<file path="src/rtl/xadc_drp_scanner.sv">
// XADC DRP read sequencer: scans NUM_CH status addresses per trigger, averages over 2^AVG_LOG2 scans.
// States: STARTUP power-up wait | IDLE armed | ISSUE den pulse | WAIT_RDY capture/timeout | NEXT advance | ENDSCAN emit
module xadc_drp_scanner #(
  parameter int                  NUM_CH         = 2,
  parameter logic [7*NUM_CH-1:0] ADDR_LIST      = {7'h1F, 7'h00},
  parameter int                  STARTUP_CYCLES = 1_000_000,
  parameter int                  TIMEOUT_CYCLES = 255,
  parameter int                  AVG_LOG2       = 0,
  localparam int                 CH_W           = (NUM_CH > 1) ? $clog2(NUM_CH) : 1
) (
  input  logic                  clk,
  input  logic                  reset,
  input  logic                  trig_mode,
  input  logic                  start,
  input  logic                  eoc,
  output logic [6:0]            drp_daddr,
  output logic                  drp_den,
  output logic                  drp_dwe,
  output logic [15:0]           drp_di,
  input  logic                  drp_drdy,
  input  logic [15:0]           drp_do,
  output logic [15:0]           sample_data,
  output logic [CH_W-1:0]       sample_ch,
  output logic                  sample_valid,
  output logic [16*NUM_CH-1:0]  all_data,
  output logic                  scan_done,
  output logic                  timeout_err,
  output logic                  busy
);

  localparam int ACC_W = 16 + AVG_LOG2;
  localparam int SC_W  = (AVG_LOG2 > 0) ? AVG_LOG2 : 1;
  localparam int SU_W  = $clog2(STARTUP_CYCLES + 1);
  localparam int TO_W  = $clog2(TIMEOUT_CYCLES + 1);
  localparam logic [CH_W-1:0] LAST_CH   = CH_W'(NUM_CH - 1);
  localparam logic [SC_W-1:0] SCAN_LAST = SC_W'((1 << AVG_LOG2) - 1);
  localparam logic [SU_W-1:0] SU_LAST   = SU_W'(STARTUP_CYCLES - 1);
  localparam logic [TO_W-1:0] TO_LOAD   = TO_W'(TIMEOUT_CYCLES - 1);

  typedef enum logic [2:0] {
    ST_STARTUP, ST_IDLE, ST_ISSUE, ST_WAIT_RDY, ST_NEXT, ST_ENDSCAN
  } state_t;

  state_t            state;
  logic [SU_W-1:0]   su_cnt;
  logic [TO_W-1:0]   to_cnt;
  logic [SC_W-1:0]   scan_cnt;
  logic [CH_W-1:0]   ch_idx;
  logic              emitting;
  logic              emit_more;
  logic [ACC_W-1:0]  acc [NUM_CH];
  logic [6:0]        addr_tab [NUM_CH];
  logic [CH_W-1:0]   emit_ch;
  logic              do_emit;
  logic              last_ch;
  logic              scan_wrap;

  always_comb begin
    for (int i = 0; i < NUM_CH; i++) addr_tab[i] = ADDR_LIST[7*i +: 7];
  end

  assign last_ch   = (ch_idx == LAST_CH);
  assign scan_wrap = (scan_cnt == SCAN_LAST);
  // Channel 0 is emitted on entry to ENDSCAN so the first result leaves with no extra cycle.
  assign emit_ch   = (state == ST_ENDSCAN) ? ch_idx : '0;
  assign do_emit   = ((state == ST_NEXT) && last_ch && scan_wrap) ||
                     ((state == ST_ENDSCAN) && emitting && emit_more);

  assign drp_dwe = 1'b0;
  assign drp_di  = '0;
  assign busy    = (state != ST_IDLE);

  always_ff @(posedge clk) begin
    if (reset) begin
      state        <= ST_STARTUP;
      su_cnt       <= '0;
      to_cnt       <= '0;
      scan_cnt     <= '0;
      ch_idx       <= '0;
      emitting     <= 1'b0;
      emit_more    <= 1'b0;
      drp_daddr    <= '0;
      drp_den      <= 1'b0;
      sample_data  <= '0;
      sample_ch    <= '0;
      sample_valid <= 1'b0;
      all_data     <= '0;
      scan_done    <= 1'b0;
      timeout_err  <= 1'b0;
      for (int i = 0; i < NUM_CH; i++) acc[i] <= '0;
    end else begin
      drp_den      <= 1'b0;
      sample_valid <= 1'b0;
      scan_done    <= 1'b0;
      case (state)
        ST_STARTUP: begin
          if (su_cnt == SU_LAST) state <= ST_IDLE;
          else su_cnt <= su_cnt + 1'b1;
        end
        ST_IDLE: begin
          if (trig_mode ? start : eoc) begin
            ch_idx    <= '0;
            drp_daddr <= addr_tab[0];
            drp_den   <= 1'b1;
            to_cnt    <= TO_LOAD;
            state     <= ST_ISSUE;
          end
        end
        ST_ISSUE: begin
          if (to_cnt != '0) to_cnt <= to_cnt - 1'b1;
          state <= ST_WAIT_RDY;
        end
        ST_WAIT_RDY: begin
          if (drp_drdy) begin
            acc[ch_idx] <= acc[ch_idx] + ACC_W'(drp_do);
            state       <= ST_NEXT;
          end else if (to_cnt == '0) begin
            timeout_err <= 1'b1;
            scan_cnt    <= '0;
            for (int i = 0; i < NUM_CH; i++) acc[i] <= '0;
            state       <= ST_IDLE;
          end else begin
            to_cnt <= to_cnt - 1'b1;
          end
        end
        ST_NEXT: begin
          if (last_ch) begin
            scan_cnt  <= scan_wrap ? '0 : scan_cnt + 1'b1;
            emitting  <= scan_wrap;
            emit_more <= scan_wrap && (NUM_CH > 1);
            ch_idx    <= (NUM_CH > 1) ? CH_W'(1) : '0;
            state     <= ST_ENDSCAN;
          end else begin
            ch_idx    <= ch_idx + 1'b1;
            drp_daddr <= addr_tab[ch_idx + 1'b1];
            drp_den   <= 1'b1;
            to_cnt    <= TO_LOAD;
            state     <= ST_ISSUE;
          end
        end
        ST_ENDSCAN: begin
          if (!emitting) begin
            state <= ST_IDLE;
          end else if (emit_more) begin
            if (last_ch) emit_more <= 1'b0;
            else ch_idx <= ch_idx + 1'b1;
          end else begin
            emitting  <= 1'b0;
            scan_done <= 1'b1;
            state     <= ST_IDLE;
          end
        end
        default: state <= ST_IDLE;
      endcase

      if (do_emit) begin
        sample_valid                   <= 1'b1;
        sample_ch                      <= emit_ch;
        sample_data                    <= 16'(acc[emit_ch] >> AVG_LOG2);
        all_data[16*int'(emit_ch) +: 16] <= 16'(acc[emit_ch] >> AVG_LOG2);
        acc[emit_ch]                   <= '0;
      end
    end
  end

endmodule

</file>
<file path="config.mk">
export PLATFORM = sky130hd
export DESIGN_NAME = xadc_drp_scanner
export DESIGN_NICKNAME = d
export VERILOG_FILES = /design/src/rtl/xadc_drp_scanner.sv
export SDC_FILE = /design/constraint.sdc
export NUM_CORES = 1
export LEC_CHECK = 0
export ABC_AREA = 1
export ABC_CLOCK_PERIOD_IN_PS = 6800
export BUFFER_PORTS_ARGS = -buffer_cell sky130_fd_sc_hd__clkbuf_2
export CAP_MARGIN = 20
export CORE_MARGIN = 1
export CORE_UTILIZATION = 25
export CTS_BUF_LIST = sky130_fd_sc_hd__clkbuf_4 sky130_fd_sc_hd__clkbuf_8
export DETAILED_ROUTE_END_ITERATION = 8
export MAX_ROUTING_LAYER = met4
export PLACE_DENSITY = 0.43
export SYNTH_ARGS = -nofsm -noshare
export SYNTH_HDL_FRONTEND = slang
export SYNTH_SLANG_ARGS = --single-unit
</file>
<file path="constraint.sdc">
create_clock -name clk -period 6.8 [get_ports clk]
set_input_delay 0.34 -clock clk [delete_from_list [all_inputs] [get_ports clk]]
set_output_delay 0.34 -clock clk [all_outputs]
set_load 0.1 [all_outputs]
</file>
# After elaboration in Yosys (flattened, before gate mapping)

Memories as Yosys holds them, arrays and structs flattened. A register that Yosys moved wholly into a read port is not among the register bits.
Index checks and enable logic that the tools add are counted.

Shifts and indexed selects: 2
Multiplexer cells: 68
$lt $le $gt $ge: 1
Add/sub/neg operators: 6
Bitwise operators: 8
Equality and inequality tests: 19
Reductions and logical operators: 25

Operators by type and width:

| operator                                                                 | count |
|---|---|
| 16-bit two-way mux                                                       | 4 |
| 8-bit two-way mux                                                        | 5 |
| 1-bit two-way mux                                                        | 38 |
| 5-bit negation with 33-bit output                                        | 1 |
| 16-bit by 33-bit variable shift with 32-bit output, first input constant | 1 |
| 16-bit by 33-bit indexed part select with 32-bit output                  | 1 |
| 32-bit bitwise mux                                                       | 1 |
| 8-bit case mux with 4 select lines                                       | 1 |
| 16-bit OR reduction                                                      | 2 |
| 7-bit two-way mux                                                        | 4 |
| 3-bit two-way mux                                                        | 7 |
| 20-bit by 1-bit adder with 20-bit output, second input constant          | 1 |
| 20-bit == test, second input constant                                    | 1 |
| 2-bit != test, second input constant                                     | 10 |
| 3-bit case mux with 6 select lines                                       | 1 |
| 16-bit adder                                                             | 1 |
| 7-bit case mux with 2 select lines                                       | 1 |
| 4-bit AND reduction                                                      | 3 |
| 3-bit AND reduction                                                      | 3 |
| 8-bit logical NOT                                                        | 1 |
| 1-bit case mux with 2 select lines                                       | 4 |
| 8-bit nonzero test                                                       | 1 |
| 8-bit by 1-bit subtractor with 8-bit output, second input constant       | 1 |
| 3-bit by 2-bit == test with 1-bit output, second input constant          | 2 |
| other kinds (20)                                                         | 34 |

Output and inout port bits: 78
Memories: 1
Register bits: 95
Input bits: 22
Word-level logic and storage cells: 145
Memory bits (writable): 32

Memories:

| memory | depth | width | read ports | clocked after Yosys merged registers in | write ports | RTL line | text |
|---|---|---|---|---|---|---|---|
| acc    | 2     | 16    | 2          | 1                                       | 2           | 51       | `logic [ACC_W-1:0] acc [NUM_CH];` |

# Longest topological paths before layout

Gate-level depths: netlist (run 1).

Depth in word-level cells: 9
Gate-level depth with buffers: 14
Gate-level depth less buffers: 13

# Least setup slack after synthesis (run 1)

OpenSTA, ideal clock, no wires.

Kind: flip-flop to flip-flop
From: register (tool-made name)
To: memory acc[0][4] in the netlist's numbering, data pin
Arrival time: 1.970 ns
Stages on the path, launching flop included: 11
Path slack: 4.576 ns
Data required time: 6.547 ns
Cells stage by stage: dfxtp_1 clkbuf_1 o21ai_0 ha_1 fa_1 nand2_1 nand2_1 and2_1 or2_2 nand3_1 nor2_1

RTL lines:

| what          | RTL line |
|---|---|
| end, declared | 51 |

==> results of run 1 <==
==> worst register-to-register path: cells and delay by family, from the launching register on <==
family                   cells  cell delay (ns)
flip-flops                   1             0.92
AND/OR/NAND/NOR              7             0.76
adder cells (fa/ha/maj)      2             0.69
AO/OA/AOI/OAI                1             0.25
==> layout make-up <==
cell class | instances | area (µm²)
multi-input combinational | 663 | 3200
timing repair buffer | 82 | 415
clock inverter | 13 | 169
inverter | 89 | 337
sequential | 121 | 2740
tap | 330 | 413
clock buffer | 19 | 249
fill | 2837 | 17900
==> power breakdown <==
part	internal [µW]	switching (µW)
registers	781	50.7
clock network	375	327
logic	187	473
==> kinds of logic after synthesis <==
family,after synthesis,synth area share (%)
fa+ha+maj,19,3.75
buf+inv,141,10.3
compound gates,124,11.1
other cells,1,0.0573
flops,121,41.9
simple gates,485,30.7
xor+xnor,16,2.14
==> worst paths after layout <==
| path | endpoint | from | cells after the start |
|---|---|---|---|
| min | all_data[18] | reset | 2 |
| max | acc[0][6] | register | 10 |
| min reg2reg | scan_done | emit_more | 1 |
| max reg2reg | acc[0][6] | register | 10 |
==> sequential cells by signal, summed over array words and instances, names as in the netlist, named ones only <==
signal        cells
timeout_err       1
state             3
emit_more         1
ch_idx            1
sample_data      16
all_data         32
drp_den           1
scan_done         1
drp_daddr         1
acc              32
emitting          1
sample_valid      1
su_cnt           20
sample_ch         1
to_cnt            8
==> metrics by stage <==
step                      total power, µW  instances
after floorplan                      1380        925
after global placement               1520       1285
after detailed placement             1510       1285
after CTS                            2220       1317
after global routing                 2350       1317
final                                2190       1317
==> cell usage in the layout, fill, tap and decap left out <==
cell / synthesis / layout
xor2_1: 9 / 9
inv_6: 0 / 4
edfxtp_1: 32 / 32
o211ai_1: 1 / 1
clkbuf_4: 0 / 2
a211oi_2: 8 / 8
fa_1: 1 / 1
clkinv_4: 0 / 2
o21ai_4: 1 / 1
inv_4: 1 / 2
clkbuf_2: 0 / 80
nand3b_1: 3 / 3
or2_2: 7 / 7
and2_1: 1 / 1
nor2_1: 122 / 122
nand4_1: 5 / 5
nand2_2: 5 / 5
buf_4: 26 / 2
o31ai_1: 1 / 1
inv_1: 84 / 84
o21ai_0: 37 / 37
clkinv_2: 0 / 1
a31oi_1: 12 / 12
clkbuf_8: 0 / 17
clkinv_1: 1 / 1
bufinv_16: 0 / 3
conb_1: 1 / 19
nand3_1: 72 / 72
nor3_1: 6 / 6
nand2_4: 4 / 4
a211oi_1: 6 / 6
ha_1: 18 / 18
clkinvlp_4: 0 / 2
dfxtp_1: 89 / 89
a21oi_1: 58 / 58
xnor2_1: 7 / 7
nor2_4: 1 / 1
nand2_1: 259 / 259
inv_2: 3 / 3
==> per-layer routing <==
| layer | GRT usage, % | wire length [µm] | vias up | part of all wire [%] |
|---|---|---|---|---|
| li1 | - | - | 3022 | - |
| met3 | 2.40 | 622 | 18 | 3.4 |
| met4 | 4.42 | 197 | 0 | 1.1 |
| met1 | 20.2 | 9250 | 2594 | 50 |
| met2 | 22.6 | 8370 | 88 | 45 |
| met5 | - | 0 | - | 0 |
==> impl_metrics.json, run 1 <==
{
  "grt.total_usage_pct": 14.9,
  "synth_top_area_share_pct": 27.2,
  "crit_path_frequent_cell": "nand2_1",
  "period_minus_slack_ns": 2.86,
  "drt_iter0_drc": 267,
  "fp-row-count": 58,
  "overflow": 0,
  "coreArea_mm2": 0.0254,
  "final_core_util_pct": 29.6,
  "synth_top_flop_cell": "dfxtp_1",
  "drtPass1Iterations": 7,
  "crit_type": "register to register",
  "hold_class": "input port to register",
  "ys_seq_area_share_pct": 41.9,
  "ant_nets": 0,
  "drive_gt1_share_pct": 14.6,
  "die-area_mm2": 0.0268,
  "rsz0062_at_grt": "no",
  "syn-cell-area_mm2": 0.00655,
  "clock.fmax_mhz": 350,
  "root_buffer": "clkbuf_8",
  "setup_ws_ns": 3.94,
  "ys_ff_latch": 121,
  "avgSynthCellArea_um2": 7.22,
  "htreeDepth": 4,
  "grt_pass1_wl_um": 29800,
  "final_nets": 1015,
  "final_max_slew_viol_count": 0,
  "relSlewSlack_pct": 39.5,
  "clock-sinks": 121,
  "p_per_area_mw_per_mm2": 292,
  "place.gp.congestion": 0.846,
  "power_leakage_uw": 0.00323,
  "cts_tree": "done",
  "crit_buf_inv": 0,
  "skew_ns": 0.0166,
  "status": "completed",
  "numCtsBuffers": 17,
  "wl_per_cell_um": 14.0,
  "cp_cell_sequence": "o21ai_0 -> ha_1 -> fa_1 -> nand2_1 -> nand2_1 -> nand3b_1 -> nand2_1 -> or2_2 -> nand3_1 -> nor2_1",
  "initial_core_util_pct": 25.8,
  "synth.distinct_cells": 35,
  "holdBufCountCts": 0,
  "die_y_um": 164,
  "drc": 0,
  "peakVddDrop_uv": 126,
  "cts_buffer_depth": 2,
  "async_flop_share_pct": 0,
  "hold_ws_ns": 0.254,
  "grt_pass1_vias": 5434,
  "finalCritPeriodShare_pct": 42.1,
  "post-synth-top-count-cell": "nand2_1",
  "synth_common_cells": "259 x nand2_1, 122 x nor2_1, 89 x dfxtp_1",
  "preCtsSetupSlack_ns": 3.90,
  "cp-start-kind": "register",
  "insertion_delay_ns": 0.46,
  "maxCapViolCount": 0,
  "syn-instance-count": 907,
  "post_cts_buffers": 0,
  "dpl.hpwl_um": 13700,
  "required_ns": 7.01,
  "max_stage_delay_ns": 0.92,
  "slowest_stage": "dfxtp_1",
  "synthTopCellsByArea": "dfxtp_1 27%, nand2_1 15%, edfxtp_1 15%, nor2_1 7.0%, nand3_1 5.5%",
  "vias": 5722,
  "yosys_warnings": 0,
  "worstSetupEndpointType": "register",
  "antenna_cells": 0,
  "viasPerCell": 4.34,
  "worstPathMaxFanout": 32,
  "synth_edf_count": 32,
  "hold_violations": 0,
  "io_pins": 100,
  "grt_max_degree": 62,
  "setup_viol": 0,
  "reg2reg_slack_ns": 3.94,
  "port_buffers": 80,
  "wirelength_um": 18400,
  "setup_tns_ns": 0,
  "yosys.area.top_type": "dfxtp_1",
  "placed_area_mm2": 0.00710,
  "cts_resized": 0,
  "die_width_um": 164,
  "stdcell_area_mm2": 0.00752,
  "path_clk_slew_ns": 0.09,
  "antenna_found_initial": 0,
  "critPathTopFamily": "flip-flops",
  "cp.arrival_ns": 3.07,
  "tightestPinTransition_ns": 0.906,
  "syn_to_final_growth_pct": 14.9
}
Note: power is estimated with default switching activity, not from simulation.
==> run 2: changes to the inputs <==
Settings changed: ABC_CLOCK_PERIOD_IN_PS 6800 to 2400, PLACE_DENSITY 0.43 to 0.44.
Clock period 6.8 ns to 2.4 ns, I/O delays scaled along.
==> run 2 against run 1 <==
Against the previous run: clock skew is 0.0050 ns lower; combinational power increased to 3.1 times the previous value; via count is 0.94% higher; register-to-register slack worse by 3.8 ns; sequential cell count is the same; first-iteration DRC count rose by 18%; hold slack lost 0.15 ns; die area unchanged; power grew to 2.9 times the previous value; fmax grew 29%; core utilization rose by 0.74 points; critical endpoint is now acc[0][7]; highest routed layer unchanged.
==> impl_metrics.json, run 2 (synthesis gave the netlist of run 1 again) <==
{
  "grt_max_degree": 38,
  "vias": 5776,
  "place.gp.congestion": 0.842,
  "hold_class": "input port to register",
  "antenna_cells": 0,
  "worstSetupEndpointType": "register",
  "antenna_found_initial": 0,
  "switchingPower_uw": 2390,
  "drt_iter0_drc": 316,
  "setup_tns_ns": 0,
  "drc": 0,
  "syn_to_final_growth_pct": 17.8,
  "initial_core_util_pct": 25.8,
  "relSlewSlack_pct": 62.6,
  "dpl.hpwl_um": 13900,
  "die_y_um": 164,
  "clkPwrFrac_pct": 31.8,
  "cp.arrival_ns": 2.40,
  "die_width_um": 164,
  "maxCapViolCount": 0,
  "p_seq_share_pct": 36.4,
  "grt.total_usage_pct": 14.7,
  "final_nets": 1034,
  "setup_ws_ns": 0.187,
  "grt_pass1_vias": 5454,
  "status": "completed",
  "hold_violations": 0,
  "tightestPinTransition_ns": 0.558,
  "io_pins": 100,
  "numCtsBuffers": 17,
  "fp-row-count": 58,
  "ant_nets": 0,
  "drtPass1Iterations": 5,
  "htreeDepth": 4,
  "peakVddDrop_uv": 342,
  "root_buffer": "clkbuf_8",
  "reg_top3": "acc: 32 flops, all_data: 32 flops, su_cnt: 20 flops",
  "drive_gt1_share_pct": 16.3,
  "insertion_delay_ns": 0.44,
  "power_leakage_uw": 0.00334,
  "final_max_slew_viol_count": 0,
  "p_per_area_mw_per_mm2": 828,
  "viasPerCell": 4.32,
  "finalCritPeriodShare_pct": 92.2,
  "skew_ns": 0.0117,
  "wl_per_cell_um": 13.6,
  "clock.fmax_mhz": 452,
  "p_int_uw": 3990,
  "combPwrFrac_pct": 31.8,
  "wirelength_um": 18200,
  "fillers": 2808,
  "rsz0062_at_grt": "no",
  "coreArea_mm2": 0.0254,
  "layout_common_cells": "258 x nand2_1, 122 x nor2_1, 88 x dfxtp_1",
  "required_ns": 2.59,
  "grt_pass1_wl_um": 29500,
  "period_minus_slack_ns": 2.21,
  "cts_buffer_depth": 2,
  "cp-start-kind": "register",
  "overflow": 0,
  "port_buffers": 80,
  "worstPathMaxFanout": 30,
  "path_clk_slew_ns": 0.08,
  "swShare_pct": 37.5,
  "layout_commonest_cell": "nand2_1",
  "clock-sinks": 121,
  "setup_viol": 0,
  "crit_type": "register to register",
  "die-area_mm2": 0.0268,
  "preCtsSetupSlack_ns": 0.0731,
  "cts_tree": "done"
}
[run 2: cell types whose count changed in the layout (fill, tap and decap cells not counted), moves of 2 or more]
cell / previous run / this run
buf_4: 2 / 19
o21ai_0: 37 / 31
clkinv_4: 2 / 7
o21ai_1: 0 / 5
inv_6: 4 / 1
clkinv_1: 1 / 3
clkinvlp_4: 2 / 0
[run 2: path summary, 6_finish.rpt]
check             startpoint        end  slack, ns  cells after the start
setup / recovery    register  acc[0][7]       0.19                     11
hold / removal      drp_drdy   state[2]       0.11                      3
setup reg to reg    register  acc[0][7]       0.19                     11
hold reg to reg    emit_more  scan_done       0.45                      1
[run 2: critical path: stages, from the launching register on]
cell     delay (ns)
dfxtp_2        0.38
buf_12         0.17
nand2_1        0.06
o21ai_1        0.12
ha_1           0.31
nand2_1        0.11
inv_1          0.07
a21oi_1        0.15
nand2_1        0.12
or2_2          0.28
nand3_1        0.13
nor2_1         0.05
[run 2: metrics by stage]
step	utilization [%]	cell area [µm²]	std cells	hold slack [ns]	total power [µW]
finish	30.4	7710	1336	0.109	6380
global route	30.4	7710	1336	0.0789	6860
CTS	30.3	7690	1335	0.0614	6450
detailed placement	28.5	7240	1302	0.450	4390
global placement	28.5	7240	1302	0.447	4390
floorplan	-	6620	925	0.250	3910
[run 2: metal layers]
metal | global-route usage [%] | up-vias | wire length [µm]
li1 | - | 3063 | -
met1 | 19.6 | 2623 | 9080
met2 | 22.8 | 81 | 8510
met3 | 2.68 | 9 | 475
met4 | 3.66 | 0 | 137
met5 | - | - | 0
[run 2: area by class of cell]
| cell class | instances | area, µm² | share of cell area (%) |
|---|---|---|---|
| Clock inverter | 14 | 198 | 2.56 |
| Inverter | 89 | 337 | 4.37 |
| Sequential cell | 121 | 2740 | 35.6 |
| Multi-Input combinational cell | 663 | 3200 | 41.6 |
| Tap cell | 330 | 413 | 5.36 |
| Timing Repair Buffer | 101 | 573 | 7.43 |
| Clock buffer | 18 | 241 | 3.13 |
[run 2: power by group through the flow]
stage | logic [µW] | registers (µW) | clock network (µW)
2_1_floorplan | 1540 | 2370 | 0
3_3_place_gp | 2020 | 2370 | 0
3_5_place_dp | 2030 | 2360 | 0
4_1_cts | 2030 | 2320 | 2100
5_1_grt | 2320 | 2340 | 2200
6_report | 2030 | 2320 | 2030
[run 2: timing repair]
action	4_1_cts	5_1_grt
setup buffers	0	1
setup endpoints to repair	0	19
hold endpoints to repair	1	0
hold buffers	1	0
resized for setup	0	10
